`config.mk`:
```
export PLATFORM = sky130hd
export DESIGN_NAME = bnn_seq_classifier
export DESIGN_NICKNAME = d
export VERILOG_FILES = /design/src/rtl/bnn_pkg.sv /design/src/rtl/bnn_xnor_popcount.sv /design/src/rtl/bnn_seq_classifier.sv
export SDC_FILE = /design/constraint.sdc
export NUM_CORES = 1
export LEC_CHECK = 0
export ABC_AREA = 1
export CAP_MARGIN = 25
export CORE_AREA = 2 2 171 140
export CTS_BUF_LIST = sky130_fd_sc_hd__clkbuf_8 sky130_fd_sc_hd__clkbuf_16
export DETAILED_ROUTE_END_ITERATION = 16
export DIE_AREA = 0 0 173 142
export SLEW_MARGIN = 5
export SYNTH_ARGS = -nofsm -noshare
export SYNTH_HDL_FRONTEND = slang
export SYNTH_SLANG_ARGS = --single-unit
```
`constraint.sdc`:
```
create_clock -name clk -period 8.1 [get_ports clk]
set_clock_uncertainty 0.05 [all_clocks]
set_input_delay 2.43 -clock clk [delete_from_list [all_inputs] [get_ports clk]]
set_output_delay 2.43 -clock clk [all_outputs]
set_load 0.02 [all_outputs]
```
`src/rtl/bnn_pkg.sv`:
```
`default_nettype none
// ============================================================================
//  Module      : bnn_pkg
//  Description : Shared widths, FSM state encoding and popcount helper for
//                the time-multiplexed binary neural network classifier.
//  Revision    : 1.0 - initial release
// ============================================================================
package bnn_pkg;

   // Default network geometry; the core itself is parametrised and derives
   // its own widths, these describe the default build.
   localparam int DEF_FEAT_CNT   = 19;
   localparam int DEF_FEAT_BITS  = 4;
   localparam int DEF_HIDDEN_CNT = 40;
   localparam int DEF_CLASS_CNT  = 3;

   localparam int IN_BITS  = DEF_FEAT_CNT * DEF_FEAT_BITS;
   localparam int SUM_BITS = $clog2(DEF_HIDDEN_CNT + 1);
   localparam int IDX_BITS = $clog2(DEF_CLASS_CNT);

   // Widest vector the popcount helper handles; callers zero-extend into it.
   localparam int POP_MAX  = 1024;

   typedef enum logic [1:0] {
      IDLE = 2'd0,
      HID  = 2'd1,
      CLS  = 2'd2,
      DONE = 2'd3
   } state_t;

   // Number of set bits in v.
   function automatic int unsigned popcount(input logic [POP_MAX-1:0] v);
      int unsigned n;
      n = 0;
      for (int i = 0; i < POP_MAX; i++) begin
         n = n + {31'd0, v[i]};
      end
      return n;
   endfunction

endpackage
`default_nettype wire

```
`src/rtl/bnn_xnor_popcount.sv`:
```
`default_nettype none
// ============================================================================
//  Module      : bnn_xnor_popcount
//  Description : Combinational binary dot product: counts positions where
//                a and b agree, i.e. popcount(~(a ^ b)).
//  Revision    : 1.0 - initial release
// ============================================================================
module bnn_xnor_popcount
   import bnn_pkg::*;
#(
   parameter int WIDTH = 8
) (
   input  logic [WIDTH-1:0]           a,
   input  logic [WIDTH-1:0]           b,
   output logic [$clog2(WIDTH+1)-1:0] count
);

   localparam int CNT_W = $clog2(WIDTH + 1);

   logic [POP_MAX-1:0] w_ext;

   // Agreement vector zero-extended into the helper's fixed width; the
   // padding contributes nothing to the count.
   always_comb begin
      w_ext              = '0;
      w_ext[WIDTH-1:0]   = ~(a ^ b);
      count              = CNT_W'(popcount(w_ext));
   end

endmodule
`default_nettype wire

```
`src/rtl/bnn_seq_classifier.sv`:
```
`default_nettype none
// ============================================================================
//  Module      : bnn_seq_classifier
//  Description : Time-multiplexed BNN classifier. One hidden neuron per cycle,
//                then one class neuron per cycle with a running argmax.
//                Result is held under output backpressure.
//  Revision    : 1.0 - initial release
// ============================================================================
module bnn_seq_classifier
   import bnn_pkg::*;
#(
   parameter int FEAT_CNT   = DEF_FEAT_CNT,
   parameter int FEAT_BITS  = DEF_FEAT_BITS,
   parameter int HIDDEN_CNT = DEF_HIDDEN_CNT,
   parameter int CLASS_CNT  = DEF_CLASS_CNT,
   parameter logic [HIDDEN_CNT*FEAT_CNT*FEAT_BITS-1:0] W1 = '0,
   parameter logic [CLASS_CNT*HIDDEN_CNT-1:0]          W2 = '0
) (
   input  logic                               clk,
   input  logic                               rst,
   input  logic [FEAT_CNT*FEAT_BITS-1:0]      features,
   input  logic                               in_valid,
   output logic                               in_ready,
   output logic [$clog2(CLASS_CNT)-1:0]       prediction,
   output logic [$clog2(HIDDEN_CNT+1)-1:0]    max_score,
   output logic                               out_valid,
   input  logic                               out_ready,
   output logic                               busy
);

   localparam int IN_W   = FEAT_CNT * FEAT_BITS;
   localparam int HPC_W  = $clog2(IN_W + 1);
   localparam int CPC_W  = $clog2(HIDDEN_CNT + 1);
   localparam int PRED_W = $clog2(CLASS_CNT);
   localparam int MAX_N  = (HIDDEN_CNT > CLASS_CNT) ? HIDDEN_CNT : CLASS_CNT;
   localparam int CNT_W  = $clog2(MAX_N);

   state_t              r_state;
   logic [IN_W-1:0]     r_x;
   logic [HIDDEN_CNT-1:0] r_h;
   logic [CNT_W-1:0]    r_cnt;
   logic [CPC_W-1:0]    r_best_score;
   logic [PRED_W-1:0]   r_best_idx;

   logic [IN_W-1:0]       w_w1_row;
   logic [HIDDEN_CNT-1:0] w_w2_row;
   logic [HPC_W-1:0]      w_hpc;
   logic [CPC_W-1:0]      w_cpc;
   logic [HPC_W:0]        w_pc2;
   logic                  w_hbit;
   logic                  w_take;
   logic [CPC_W-1:0]      w_fin_score;
   logic [PRED_W-1:0]     w_fin_idx;

   // Weight row selection by counter; rows past the end select zero, which
   // only happens for the matrix not in use in the current phase.
   always_comb begin
      w_w1_row = '0;
      w_w2_row = '0;
      for (int j = 0; j < HIDDEN_CNT; j++) begin
         if (r_cnt == CNT_W'(j)) w_w1_row = W1[j*IN_W +: IN_W];
      end
      for (int c = 0; c < CLASS_CNT; c++) begin
         if (r_cnt == CNT_W'(c)) w_w2_row = W2[c*HIDDEN_CNT +: HIDDEN_CNT];
      end
   end

   bnn_xnor_popcount #(.WIDTH(IN_W)) u_hid_pop (
      .a     (r_x),
      .b     (w_w1_row),
      .count (w_hpc)
   );

   bnn_xnor_popcount #(.WIDTH(HIDDEN_CNT)) u_cls_pop (
      .a     (r_h),
      .b     (w_w2_row),
      .count (w_cpc)
   );

   // Neuron activation and argmax update; 2*pc keeps one extra bit so the
   // threshold compare never wraps. Strict greater-than keeps the lower index
   // on ties, and class 0 always seeds the running best.
   always_comb begin
      w_pc2       = {w_hpc, 1'b0};
      w_hbit      = (w_pc2 >= (HPC_W+1)'(IN_W));
      w_take      = (r_cnt == '0) || (w_cpc > r_best_score);
      w_fin_score = w_take ? w_cpc : r_best_score;
      w_fin_idx   = w_take ? r_cnt[PRED_W-1:0] : r_best_idx;
   end

   // Control FSM with registered handshake outputs and result registers.
   always_ff @(posedge clk) begin
      if (!rst) begin
         r_state      <= IDLE;
         r_x          <= '0;
         r_h          <= '0;
         r_cnt        <= '0;
         r_best_score <= '0;
         r_best_idx   <= '0;
         in_ready     <= 1'b1;
         out_valid    <= 1'b0;
         busy         <= 1'b0;
         prediction   <= '0;
         max_score    <= '0;
      end else begin
         case (r_state)
            IDLE: begin
               if (in_valid && in_ready) begin
                  r_x      <= features;
                  r_h      <= '0;
                  r_cnt    <= '0;
                  r_state  <= HID;
                  in_ready <= 1'b0;
                  busy     <= 1'b1;
               end
            end
            HID: begin
               for (int j = 0; j < HIDDEN_CNT; j++) begin
                  if (r_cnt == CNT_W'(j)) r_h[j] <= w_hbit;
               end
               if (r_cnt == CNT_W'(HIDDEN_CNT-1)) begin
                  r_cnt   <= '0;
                  r_state <= CLS;
               end else begin
                  r_cnt <= r_cnt + 1'b1;
               end
            end
            CLS: begin
               r_best_score <= w_fin_score;
               r_best_idx   <= w_fin_idx;
               if (r_cnt == CNT_W'(CLASS_CNT-1)) begin
                  r_cnt      <= '0;
                  r_state    <= DONE;
                  busy       <= 1'b0;
                  out_valid  <= 1'b1;
                  prediction <= w_fin_idx;
                  max_score  <= w_fin_score;
               end else begin
                  r_cnt <= r_cnt + 1'b1;
               end
            end
            DONE: begin
               if (out_ready) begin
                  r_state   <= IDLE;
                  out_valid <= 1'b0;
                  in_ready  <= 1'b1;
               end
            end
            default: begin
               r_state <= IDLE;
            end
         endcase
      end
   end

endmodule
`default_nettype wire

```
======== Yosys cells after proc, flatten, opt, wreduce, memory -nomap -nowiden ========
Index checks and enable logic that the tools add are counted.
word-level totals
  word-level logic and storage cells ...... 372
  bits of input ports ..................... 80
  flip-flop bits (word level) ............. 143
operators by class
  equal/unequal tests ..................... 85
  bitwise logic cells ..................... 2
  multiplexer cells ....................... 62
  reduce and logical (&&, ||, !) cells .... 56
  $add $sub $neg .......................... 115
  $lt $le $gt $ge ......................... 2
operator list
  cell                                                 number
  adder 7 x 1 -> 7 bit                                 74
  adder 6 x 1 -> 6 bit                                 38
  AND reduction 3 bit                                  43
  equality test 6 x 5 -> 1 bit, second input constant  16
  != test 2 bit, second input constant                 43
  one-hot mux 40 bit (2 select lines)                  1
  inverter 76 bit                                      1
  equality test 6 x 4 -> 1 bit, second input constant  8
  equality test 6 bit, second input constant           8
  two-way mux 1 bit                                    46
  two-way mux 40 bit                                   1
  inverter 40 bit                                      1
  equality test 6 x 3 -> 1 bit, second input constant  4
  two-way mux 6 bit                                    4
  one-hot mux 6 bit (3 select lines)                   1
  equality test 6 x 2 -> 1 bit, second input constant  2
  two-way mux 2 bit                                    5
  >= comparator 8 x 7 -> 1 bit, second input constant  1
  one-hot mux 2 bit (4 select lines)                   1
  nonzero test 2 bit                                   4
  adder 6 x 1 -> 6 bit, second input constant          1
  equality test 6 x 1 -> 1 bit, second input constant  1
  > comparator 6 bit                                   1
  zero test 6 bit                                      1
  10 further kinds                                     16

======== Longest topological paths before layout ========
Gate-level depths: netlist of run 1.
  word-level depth ........................ 79
  gate-level depth with buffers ........... 29
  mapped depth without buffers ............ 29

======== Hierarchy ========
Synthesis of run 1 repeated with hierarchy kept, for this count alone.
second synthesis, totals
  cells, all modules ...................... 1249
  area, all modules ....................... 10020.9 µm²
modules (own cells, without submodules)
  module                         cells an instance  instances  sequential area each (µm²)  area each (µm²)
  bnn_seq_classifier             860                1          2862.7                      6130.9
  bnn_xnor_popcount (u_hid_pop)  252                1          0.0                         2557.5
  bnn_xnor_popcount (u_cls_pop)  137                1          0.0                         1332.5

======== Worst setup path after synthesis of run 1 ========
Ideal clock, no wire load.
  path kind ............................... register to register
  start ................................... reg r_h[0]
  end ..................................... reg r_best_score[5]
  data arrival time ....................... 6.184 ns
  path slack .............................. 1.757 ns
  path buffers ............................ 0
  period minus slack after synthesis ...... 6.343 ns
  library setup time ...................... 0.109 ns
  stages on the path, launching flop included .. 26
  cell sequence ........................... dfxtp_1 inv_1 ha_1 fa_1 fa_1 fa_1 fa_1 fa_1 fa_1 fa_1 fa_1 inv_1 fa_1 o21ai_0 xor2_1 ha_1 nand2_1 nor2_1 o21ai_0 nand3_1 nand2_1 nand2_2 nand2_1 nand3_1 nand2_1 inv_1
between the ends
  longest elaborated chain between the ends .. 43
RTL lines
  element                               RTL line                   source
  start, declared                       bnn_seq_classifier.sv:40   logic [HIDDEN_CNT-1:0] r_h;
  start signal, assigned by index       bnn_seq_classifier.sv:119  if (r_cnt == CNT_W'(j)) r_h[j] <= w_hbit;
  inverter 40 bit *                     bnn_xnor_popcount.sv:26    w_ext[WIDTH-1:0] = ~(a ^ b);
  adder 1 x 1 -> 2 bit *                bnn_pkg.sv:36              n = n + {31'd0, v[i]};
  adder 6 x 1 -> 6 bit * (38 in a row)  bnn_pkg.sv:36
  > comparator 6 bit                    bnn_seq_classifier.sv:86   w_take = (r_cnt == '0) || (w_cpc > r_best_score);
  logical OR 1 bit                      bnn_seq_classifier.sv:86
  two-way mux 6 bit *                   bnn_seq_classifier.sv:87   w_fin_score = w_take ? w_cpc : r_best_score;
  end signal, assigned                  bnn_seq_classifier.sv:129  r_best_score <= w_fin_score;
  end, declared                         bnn_seq_classifier.sv:42   logic [CPC_W-1:0] r_best_score;
Every way passes the cells marked *; elsewhere a longest branch is shown, timed or not.
A chain may end at the register's enable or synchronous reset.

======== Final worst setup path of run 1 ========
  start ................................... reg r_h[0]
  end ..................................... reg r_best_score[0]
Same word-level chain as after synthesis.

==> results by group, run 1 <==
STA
  • Final min period: 6.84 ns
  • Final Max Tran Viols: 0
  • Final hold vios: 0
  • Final Hold Slack: 0.420 ns
  • Fin Setup TNS: 0 ns
  • Relative slew slack: 31.2%
  • Worst Tran Pin Value: 1.03 ns
  • Final period util: 84.5%
  • RSZ-0062 raised after global routing: false
  • # setup viols final: 0
  • FMAX: 0.146 GHz

Logic synthesis
  • Top FF cell, synth: dfxtp_1
  • EDFF count, synth: 0
  • Syn nets: 1294
  • Cell Area, Synth: 0.00922 mm²
  • Yosys cell types: 44
  • Largest cells by area after synthesis: dfxtp_1 31%, fa_1 21%, a21oi_1 8.7%
  • Register area share after synthesis: 31.0%
  • Post-synth top area share: 31.0%
  • Top cells by count, synth: 211 x inv_1, 161 x a21oi_1, 143 x dfxtp_1
  • Cells after Synth: 1075
  • Flops & latches, synth: 143
  • Warnings, synthesis: 0
  • Post-synthesis area per instance: 8.58 µm²
  • Top-count cell post-synth: inv_1
  • Asr flop ratio synth: 0%
  • Synth area leader: dfxtp_1

Run status
  • Run status: finished clean

GRT
  • GRT Util Overall: 17.4%
  • Pin count of the biggest net entering global routing: 117
  • Vias in the first global route: 6878
  • First-pass GRT wire length: 34400 µm
  • Overflow after GRT: 0
  • Antenna violations before repair: 0

Worst hold path
  • Hold Crit Class: reg2reg
  • Hold path cells: 2

Setup path
  • Required @ worst endpoint: 8.38 ns
  • Worst-case reg-to-reg path depth: 25
  • CP startpoint kind: flop
  • Critical path endpoint category: flop
  • Kind of critical path: reg2reg
  • CP Max Fanout: 9
  • Worst Path Arrival: 7.12 ns

Route
  • Routed length per instance: 13.9 µm
  • Antenna viol nets, final: 0
  • Drt drc: 0
  • DR pass1 iterations: 5
  • Detailed-route wire length: 20300 µm
  • Via Count: 6894
  • Vias/cell: 4.73
  • Initial DRC count: 324

Clock tree
  • Resized cells post-CTS: 0
  • Longest Clk Path Bufs: 2
  • Worst-Skew Late Latency: 0.43 ns
  • Clock Tree Root: clkbuf_16
  • H-tree levels: 4
  • CTS tree: built
  • CTS buffer count: 17
  • Clock Sinks: 143
  • Hold buffers post-CTS: 0
  • Post-CTS Setup Bufs: 0
  • Clk slew on worst S/H paths: 0.07 ns

Floorplanning
  • Die Span Y: 142 µm
  • Initial core utilization: 40.3%
  • Row count: 50
  • Die Area: 0.0246 mm²
  • I/O pin count: 91
  • Core area: 0.0229 mm²
  • Die width: 173 µm

Layout
  • # fillers: 2280
  • Final #Nets: 1354
  • Layout Cells excl Fill: 1459
  • Fraction of layout cells with a size suffix above 1: 8.02%
  • ANT cells: 0
  • Final core utilization: 47.1%
  • Area grow syn2layout: 16.9%

Placement
  • Placer Congestion: 0.828
  • # placed instances: 1428
  • # port buffers: 90
  • Detail Placement HPWL: 14900 µm

Run
  • Max capacitance violation total: 0
per-layer routing:
metal / wire (µm) / up-vias / GRT usage [%]
met5: 0 / - / 0
met1: 10400 / 3189 / 25.4
met2: 8750 / 144 / 26.2
met4: 273 / 0 / 5.31
met3: 857 / 23 / 2.99
li1: - / 3538 / -
through the flow:
stage | setup WS (ns) | area (µm²)
6_report | 1.26 | 10800
5_1_grt | 0.860 | 10800
4_1_cts | 1.21 | 10800
3_5_place_dp | 1.27 | 10200
3_3_place_gp | 1.34 | 10200
2_1_floorplan | 1.76 | 9220
critical path: stages (launching register included):
cell and delay (ns):
dfxtp_1 0.32, inv_1 0.05, ha_1 0.31, fa_1 0.53, fa_1 0.44, fa_1 0.49
fa_1 0.57, fa_1 0.46, fa_1 0.49, fa_1 0.55, fa_1 0.20, inv_1 0.07
fa_1 0.39, o21ai_0 0.23, xor2_1 0.23, ha_1 0.26, nand2_1 0.09, nor2_1 0.06
o21ai_0 0.06, nand3_1 0.08, nand2_1 0.26, nand2_2 0.20, nand2_1 0.13, nand3_1 0.09
nand2_1 0.09, inv_1 0.04
registers in the layout, summed over array words and instances (netlist names):
name and flops:
busy 1, in_ready 1, r_cnt 6, r_best_score 6
r_best_idx 2, r_x 76, r_state 2, r_h 40
prediction 2, out_valid 1, max_score 6
cell type report:
cell class	instances	area (µm²)	share of cell area, %
sequential	143	2860	26.6
multi-input combinational	661	5200	48.2
clock inverter	13	139	1.29
timing repair buffer	93	926	8.59
tap	312	390	3.62
clock buffer	18	439	4.07
inverter	219	825	7.65
final timing paths:
check / from / to / slack (ns)
setup reg to reg: r_h[0]$_SDFFE_PN0P_ / r_best_score[0]$_SDFFE_PN0P_ / 1.26
setup / recovery: r_h[0]$_SDFFE_PN0P_ / r_best_score[0]$_SDFFE_PN0P_ / 1.26
hold reg to reg: r_x[1]$_SDFFE_PN0P_ / r_x[1]$_SDFFE_PN0P_ / 0.42
hold / removal: r_x[1]$_SDFFE_PN0P_ / r_x[1]$_SDFFE_PN0P_ / 0.42
cell usage in the layout (no fill, tap or decap), drive strengths merged:
cell           netlist  final
clkdlybuf4s50        0     89
ha                  43     43
o21bai               1      1
xnor2                2      2
nand3               68     68
xor2                 1      1
nor3b                2      2
o21ai              109    109
clkinv               1      4
inv                218    222
a21oi              175    175
dfxtp              143    143
a311oi               1      1
o31ai                1      1
nor2                45     45
a31oi                1      1
nor3                 3      3
or2                  1      1
nand4                4      4
clkbuf              28     18
buf                 23      4
o221ai               1      1
fa                  96     96
nand2              107    107
clkinvlp             0      4
bufinv               0      2
cell families after synthesis:
kind of cell               share of synthesized area (%)
DFF                                                 31.0
AOI/OAI and AO/OA                                   16.5
xor gates and xnor gates                           0.285
and+or+nand+nor                                     12.8
adders and majority gates                           26.7
buffers and inverters                               12.7
Power of run 1 is not shown: default switching activity piles up to over one toggle a cycle in this logic, so the estimate is an artifact.
==> run 2, diff against run 1 <==
==> constraint.sdc (replaced) <==
create_clock -name clk -period 6.2 [get_ports clk]
set_clock_uncertainty 0.05 [all_clocks]
set_input_delay 1.86 -clock clk [delete_from_list [all_inputs] [get_ports clk]]
set_output_delay 1.86 -clock clk [all_outputs]
set_load 0.02 [all_outputs]
==> results by group, run 2 (synthesized netlist as in run 1, its figures left out) <==
Setup path
  • CP Max Fanout: 8 (was 9)
  • Kind of critical path: reg2reg (unchanged)
  • CP startpoint kind: flop (unchanged)
  • Worst Path Arrival: 6.77 ns (was 7.12 ns)
  • RR Startpoint: r_x[70]$_SDFFE_PN0P_ (was r_h[0]$_SDFFE_PN0P_)
  • R2R setup slack: -0.31 ns (was 1.26 ns)
  • FF-to-FF End: r_h[11]$_SDFFE_PN0P_ (was r_best_score[0]$_SDFFE_PN0P_)
  • Required @ worst endpoint: 6.46 ns (was 8.38 ns)
  • Critical path endpoint category: flop (unchanged)
  • Worst-case reg-to-reg path depth: 22 (was 25)

Floorplanning
  • Die Span Y: 142 µm (unchanged)
  • Die width: 173 µm (unchanged)
  • Initial core utilization: 40.3% (unchanged)
  • Row count: 50 (unchanged)
  • I/O pin count: 91 (unchanged)
  • Core area: 0.0229 mm² (unchanged)
  • Die Area: 0.0246 mm² (unchanged)

Worst hold path
  • Hold_sp: r_x[70]$_SDFFE_PN0P_ (was r_x[1]$_SDFFE_PN0P_)
  • Hold Crit Class: reg2reg (unchanged)
  • Hold path cells: 2 (unchanged)
  • Hold Path Sink: r_x[70]$_SDFFE_PN0P_ (was r_x[1]$_SDFFE_PN0P_)

Route
  • Via Count: 7178 (was 6894)
  • Antenna viol nets, final: 0 (unchanged)
  • Vias/cell: 4.76 (was 4.73)
  • Drt drc: 0 (unchanged)
  • Detailed-route wire length: 21400 µm (was 20300 µm)
  • Initial DRC count: 406 (was 324)
  • Routed length per instance: 14.2 µm (was 13.9 µm)
  • DR pass1 iterations: 5 (unchanged)

Layout
  • Fraction of layout cells with a size suffix above 1: 19.2% (was 8.02%)
  • Biggest regs: r_x (76), r_h (40) (unchanged)
  • Commonest non-fill, non-tap cell in the layout: inv_1 (unchanged)
  • # fillers: 2164 (was 2280)
  • Final core utilization: 51.2% (was 47.1%)
  • Area grow syn2layout: 27.0% (was 16.9%)
  • Largest register FFs: 76 (unchanged)
  • Commonest non-fill, non-tap cells in the layout: 204 x inv_1, 139 x dfxtp_1, 121 x a21oi_1, 92 x fa_1, 89 x clkdlybuf4s50_1 (was 212 x inv_1, 161 x a21oi_1, 143 x dfxtp_1, 97 x nand2_1, 96 x fa_1)
  • ANT cells: 0 (unchanged)
  • Top reg by flops: r_x (unchanged)
  • Final #Nets: 1403 (was 1354)

Run status
  • Run status: finished with violations (was finished clean)
  • Failing checks: setup timing

GRT
  • First-pass GRT wire length: 35600 µm (was 34400 µm)
  • Antenna violations before repair: 0 (unchanged)
  • GRT Util Overall: 18.0% (was 17.4%)
  • Pin count of the biggest net entering global routing: 108 (was 117)
  • Overflow after GRT: 0 (unchanged)
  • Vias in the first global route: 7132 (was 6878)

Clock tree
  • Clock Tree Root: clkbuf_16 (unchanged)
  • Clock Sinks: 143 (unchanged)
  • CTS buffer count: 17 (unchanged)
  • Longest Clk Path Bufs: 2 (unchanged)
  • CTS tree: built (unchanged)
  • Worst-Skew Late Latency: 0.42 ns (was 0.43 ns)
  • Clk slew on worst S/H paths: 0.06 ns (was 0.07 ns)
  • H-tree levels: 4 (unchanged)

STA
  • Worst Tran Pin Value: 0.995 ns (was 1.03 ns)
  • Final Max Tran Viols: 0 (unchanged)
  • Relative slew slack: 33.7% (was 31.2%)
  • Final period util: 105% (was 84.5%)
  • Final hold vios: 0 (unchanged)
  • FMAX: 0.154 GHz (was 0.146 GHz)
  • Final min period: 6.51 ns (was 6.84 ns)
  • Final Hold Slack: 0.417 ns (was 0.420 ns)
  • # setup viols final: 56 (was 0)
  • RSZ-0062 raised after global routing: true (was false)
  • Final setup margin: -0.308 ns (was 1.26 ns)

Placement
  • Placer Congestion: 0.815 (was 0.828)
  • Detail Placement HPWL: 15100 µm (was 14900 µm)
  • # port buffers: 90 (unchanged)

Run
  • Max capacitance violation total: 0 (unchanged)
==> run 2: area by class of cell <==
cell class | count | area [µm²] | area share, %
clock buffers | 18 | 439 | 3.75
clock inverters | 12 | 218 | 1.86
inverters | 219 | 825 | 7.04
multi-input cells | 661 | 5560 | 47.5
flip-flops and latches | 143 | 2870 | 24.5
well taps | 312 | 390 | 3.33
repair buffers | 142 | 1410 | 12.1
==> run 2: stage by stage <==
step | setup WS [ns] | setup TNS, ns | std cells | cell area (µm²)
6_report | -0.308 | -14.61 | 1507 | 11700
5_1_grt | -0.544 | -27.87 | 1507 | 11700
4_1_cts | -0.308 | -13.39 | 1504 | 11600
3_5_place_dp | -0.357 | -15.75 | 1461 | 10500
3_3_place_gp | -0.253 | -12.69 | 1460 | 10500
2_1_floorplan | 0.0126 | 0 | 1075 | 9230
==> run 2: worst max path at each step <==
stage	slack [ns]	startpoint	depth (start not counted)	end
floorplan	0.01	r_x[0]$_SDFFE_PN0P_	20	r_h[32]$_SDFFE_PN0P_
global placement	-0.25	r_h[0]$_SDFFE_PN0P_	25	r_best_score[1]$_SDFFE_PN0P_
detailed placement	-0.36	r_h[0]$_SDFFE_PN0P_	25	r_best_score[5]$_SDFFE_PN0P_
CTS	-0.31	r_h[1]$_SDFFE_PN0P_	25	r_best_idx[1]$_SDFFE_PN0P_
global route	-0.54	r_h[1]$_SDFFE_PN0P_	25	r_best_score[3]$_SDFFE_PN0P_
finish	-0.31	r_x[70]$_SDFFE_PN0P_	22	r_h[11]$_SDFFE_PN0P_
==> run 2: routing by layer <==
layer / wire length, µm / global-route usage [%] / vias to the layer above
li1: - / - / 3621
met1: 11000 / 26.3 / 3421
met2: 9450 / 27.7 / 118
met3: 765 / 3.34 / 18
met4: 213 / 4.24 / 0
met5: 0 / 0 / -
==> run 2: critical path, cell delays in order (launching register included) <==
cell and delay (ns):
dfxtp_2 0.32, inv_2 0.04, fa_1 0.58, fa_1 0.45, fa_1 0.48, fa_1 0.52
inv_2 0.04, fa_1 0.62, inv_2 0.06, fa_1 0.52, fa_1 0.44, fa_1 0.49
fa_2 0.38, fa_2 0.40, nand3_2 0.10, nand3_2 0.06, nand2_2 0.08, nand2_2 0.06
a21oi_2 0.19, nand2_4 0.09, nand2_8 0.16, clkbuf_16 0.19, a21oi_2 0.05
==> run 2: repair_timing <==
item / CTS / global route
resized for setup: 73 / 31
cloned: 3 / 1
setup endpoints to repair: 56 / 56
pin swaps: 23 / 41
buffers inserted: 10 / 2
hold buffers: 0 / 0
Power of run 2 is left out for the same reason.
==> run 3, diff against run 2 <==
--- a/config.mk
+++ b/config.mk
@@ -5,12 +5,12 @@
 export SDC_FILE = /design/constraint.sdc
 export NUM_CORES = 1
 export LEC_CHECK = 0
-export ABC_AREA = 1
 export CAP_MARGIN = 25
-export CORE_AREA = 2 2 171 140
+export CORE_AREA = 2 2 173 141
 export CTS_BUF_LIST = sky130_fd_sc_hd__clkbuf_8 sky130_fd_sc_hd__clkbuf_16
 export DETAILED_ROUTE_END_ITERATION = 16
-export DIE_AREA = 0 0 173 142
+export DIE_AREA = 0 0 175 143
+export HOLD_SLACK_MARGIN = 0.02
 export SLEW_MARGIN = 5
 export SYNTH_ARGS = -nofsm -noshare
 export SYNTH_HDL_FRONTEND = slang
==> results by group, run 3 <==
Clock tree
  • H-tree levels: 4 (unchanged)
  • CTS tree: built (unchanged)
  • CTS buffer count: 17 (unchanged)
  • Longest Clk Path Bufs: 2 (unchanged)
  • Clock Tree Root: clkbuf_16 (unchanged)
  • Clock Sinks: 143 (unchanged)
  • Hold buffers post-CTS: 0 (unchanged)
  • Worst-Skew Late Latency: 0.44 ns (was 0.42 ns)
  • Clk slew on worst S/H paths: 0.07 ns (was 0.06 ns)

Route
  • Routed length per instance: 15.3 µm (was 14.2 µm)
  • Drt drc: 0 (unchanged)
  • Top Layer Used: met4 (unchanged)
  • DR pass1 iterations: 6 (was 5)
  • Antenna viol nets, final: 0 (unchanged)
  • Initial DRC count: 451 (was 406)
  • Vias/cell: 4.91 (was 4.76)
  • Detailed-route wire length: 23100 µm (was 21400 µm)
  • Routed length on met1: 11900 µm (was 11000 µm)
  • Met2 WL: 9940 µm (was 9450 µm)
  • Via Count: 7413 (was 7178)
  • Met3 wire length: 940 µm (was 765 µm)

Setup path
  • Delay-heaviest family, CP: adder cells (unchanged)
  • Kind of critical path: reg2reg (unchanged)
  • Buf/Inv on CP: 4 (unchanged)
  • CP Cell Sequence: inv_2 > ha_4 > fa_1 > fa_1 > fa_1 > fa_1 > fa_1 > fa_1 > fa_1 > fa_2 > inv_2 > fa_2 > nand2b_4 > a21oi_2 > xor2_1 > ha_1 > a41o_1 > a21oi_2 > a31oi_4 > buf_12 > buf_8 > a311o_1 (was inv_2 > fa_1 > fa_1 > fa_1 > fa_1 > inv_2 > fa_1 > inv_2 > fa_1 > fa_1 > fa_1 > fa_2 > fa_2 > nand3_2 > nand3_2 > nand2_2 > nand2_2 > a21oi_2 > nand2_4 > nand2_8 > clkbuf_16 > a21oi_2)
  • Crit-path most repeated cell: fa_1 (unchanged)
  • Worst Path Arrival: 6.89 ns (was 6.77 ns)
  • Critical path's largest stage delay: 0.54 ns (was 0.62 ns)
  • CP Max Fanout: 5 (was 8)
  • CP startpoint kind: flop (unchanged)
  • Critical path endpoint category: flop (unchanged)
  • Slowest CP cell: fa_1 (unchanged)
  • Required @ worst endpoint: 6.47 ns (was 6.46 ns)

Floorplanning
  • Die width: 175 µm (was 173 µm)
  • Die Area: 0.0250 mm² (was 0.0246 mm²)
  • Die Span Y: 143 µm (was 142 µm)
  • Core area: 0.0232 mm² (was 0.0229 mm²)
  • Row count: 50 (unchanged)
  • I/O pin count: 91 (unchanged)
  • Initial core utilization: 40.5% (was 40.3%)

GRT
  • GRT Util Overall: 18.9% (was 18.0%)
  • Antenna violations before repair: 0 (unchanged)
  • Vias in the first global route: 7158 (was 7132)
  • Pin count of the biggest net entering global routing: 87 (was 108)
  • Overflow after GRT: 0 (unchanged)
  • First-pass GRT wire length: 37400 µm (was 35600 µm)

Layout
  • Area grow syn2layout: 27.4% (was 27.0%)
  • # fillers: 2161 (was 2164)
  • Final #Nets: 1403 (unchanged)
  • Area of the multi-input gates: 0.00595 mm² (was 0.00556 mm²)
  • Commonest non-fill, non-tap cells in the layout: 197 x nand2_1, 171 x inv_1, 136 x dfxtp_1, 114 x a21oi_1 (was 204 x inv_1, 139 x dfxtp_1, 121 x a21oi_1, 92 x fa_1, 89 x clkdlybuf4s50_1)
  • Largest register FFs: 76 (unchanged)
  • Biggest regs: r_x (76), r_h (40) (unchanged)
  • Final core utilization: 51.6% (was 51.2%)
  • Design area: 0.0120 mm² (was 0.0117 mm²)
  • Register Area: 0.00287 mm² (about the same)
  • Fraction of layout cells with a size suffix above 1: 14.5% (was 19.2%)
  • Commonest non-fill, non-tap cell in the layout: nand2_1 (was inv_1)
  • Top reg by flops: r_x (unchanged)
  • ANT cells: 0 (unchanged)
  • Layout Cells excl Fill: 1509 (was 1507)

Placement
  • Placed Area: 0.0109 mm² (was 0.0105 mm²)
  • Placer Congestion: 0.807 (was 0.815)
  • # placed instances: 1461 (unchanged)
  • Worst slack, placed: -0.446 ns (was -0.357 ns)
  • # port buffers: 90 (unchanged)
  • Detail Placement HPWL: 16500 µm (was 15100 µm)

STA
  • RSZ-0062 raised after global routing: true (unchanged)
  • Worst Tran Pin Value: 0.966 ns (was 0.995 ns)
  • Final Max Tran Viols: 0 (unchanged)
  • Final setup margin: -0.417 ns (was -0.308 ns)
  • # setup viols final: 56 (unchanged)
  • Final hold vios: 0 (unchanged)
  • Final period util: 107% (was 105%)
  • FMAX: 0.151 GHz (was 0.154 GHz)
  • Relative slew slack: 34.7% (was 33.7%)
  • Final min period: 6.62 ns (was 6.51 ns)

Logic synthesis
  • Warnings, synthesis: 0 (unchanged)
  • Cell Area, Synth: 0.00940 mm² (was 0.00922 mm²)
  • Asr flop ratio synth: 0% (unchanged)
  • Top cells by count, synth: 198 x nand2_1, 180 x inv_1, 143 x dfxtp_1 (was 211 x inv_1, 161 x a21oi_1, 143 x dfxtp_1)
  • Post-synthesis area per instance: 8.77 µm² (was 8.58 µm²)
  • Top-count cell post-synth: nand2_1 (was inv_1)
  • Largest cells by area after synthesis: dfxtp_1 30%, fa_1 20%, nand2_1 7.9% (was dfxtp_1 31%, fa_1 21%, a21oi_1 8.7%)
  • Syn nets: 1291 (was 1294)
  • EDFF count, synth: 0 (unchanged)
  • Synth area leader: dfxtp_1 (unchanged)
  • Flops & latches, synth: 143 (unchanged)
  • Top FF cell, synth: dfxtp_1 (unchanged)
  • Post-synth top area share: 30.4% (was 31.0%)
  • Cells after Synth: 1072 (was 1075)
  • Register area share after synthesis: 30.4% (was 31.0%)
  • Yosys cell types: 68 (was 44)

Run
  • Max capacitance violation total: 0 (unchanged)

Run status
  • Failing checks: setup timing (unchanged)
  • Run status: finished with violations (unchanged)

Worst hold path
  • Hold Crit Class: reg2reg (unchanged)
==> run 3: cell families (layout without fill, tap and decap cells) <==
group           count (synthesis)  count (layout)  synth area share [%]
simple gates                  289             290                  13.5
buf+inv                       235             359                  9.78
compound gates                225             225                  15.8
flops                         143             143                  30.4
fa+ha+maj                     139             139                  26.2
mux                            33              33                  3.57
xor+xnor                        8               8                 0.745
==> run 3: area by class of cell <==
type                            instances  share of cell area (%)
Multi-Input combinational cell        695                    49.7
Sequential cell                       143                    24.0
Timing Repair Buffer                  146                    12.2
Inverter                              181                    5.67
Clock buffer                           17                    3.55
Tap cell                              312                    3.26
Clock inverter                         15                    1.64
==> run 3: worst paths after layout <==
| kind | from | to | slack (ns) | cells past startpoint |
|---|---|---|---|---|
| min reg2reg | r_x[14]$_SDFFE_PN0P_ | r_x[14]$_SDFFE_PN0P_ | 0.40 | 2 |
| max reg2reg | r_h[0]$_SDFFE_PN0P_ | max_score[1]$_SDFFE_PN0P_ | -0.42 | 22 |
| min | r_x[14]$_SDFFE_PN0P_ | r_x[14]$_SDFFE_PN0P_ | 0.40 | 2 |
| max | r_h[0]$_SDFFE_PN0P_ | max_score[1]$_SDFFE_PN0P_ | -0.42 | 22 |
==> run 3: per-layer routing <==
metal	track usage, %	vias up
met1	28.3	3568
met3	3.38	21
met2	27.9	141
li1	-	3683
met5	0	-
met4	5.39	0
==> run 3: through the flow <==
stage	hold slack (ns)	setup TNS (ns)
2_1_floorplan	0.385	-4.30
3_3_place_gp	0.393	-13.03
3_5_place_dp	0.396	-16.16
4_1_cts	0.404	-14.83
5_1_grt	0.419	-25.22
6_report	0.404	-13.04
==> run 3: what timing repair did <==
action,4_1_cts,5_1_grt
gates cloned,3,0
resized for setup,37,31
buffers inserted,7,10
pin swaps,24,13
endpoints found under the setup margin,56,56
==> run 3: worst min-delay path, delay by kind of cell (launching register included) <==
| family | cells | cell delay (ns) |
|---|---|---|
| DFF | 1 | 0.31 |
| and+or+nand+nor | 1 | 0.05 |
| AOI/OAI and AO/OA | 1 | 0.05 |
Power of run 3 is left out for the same reason.
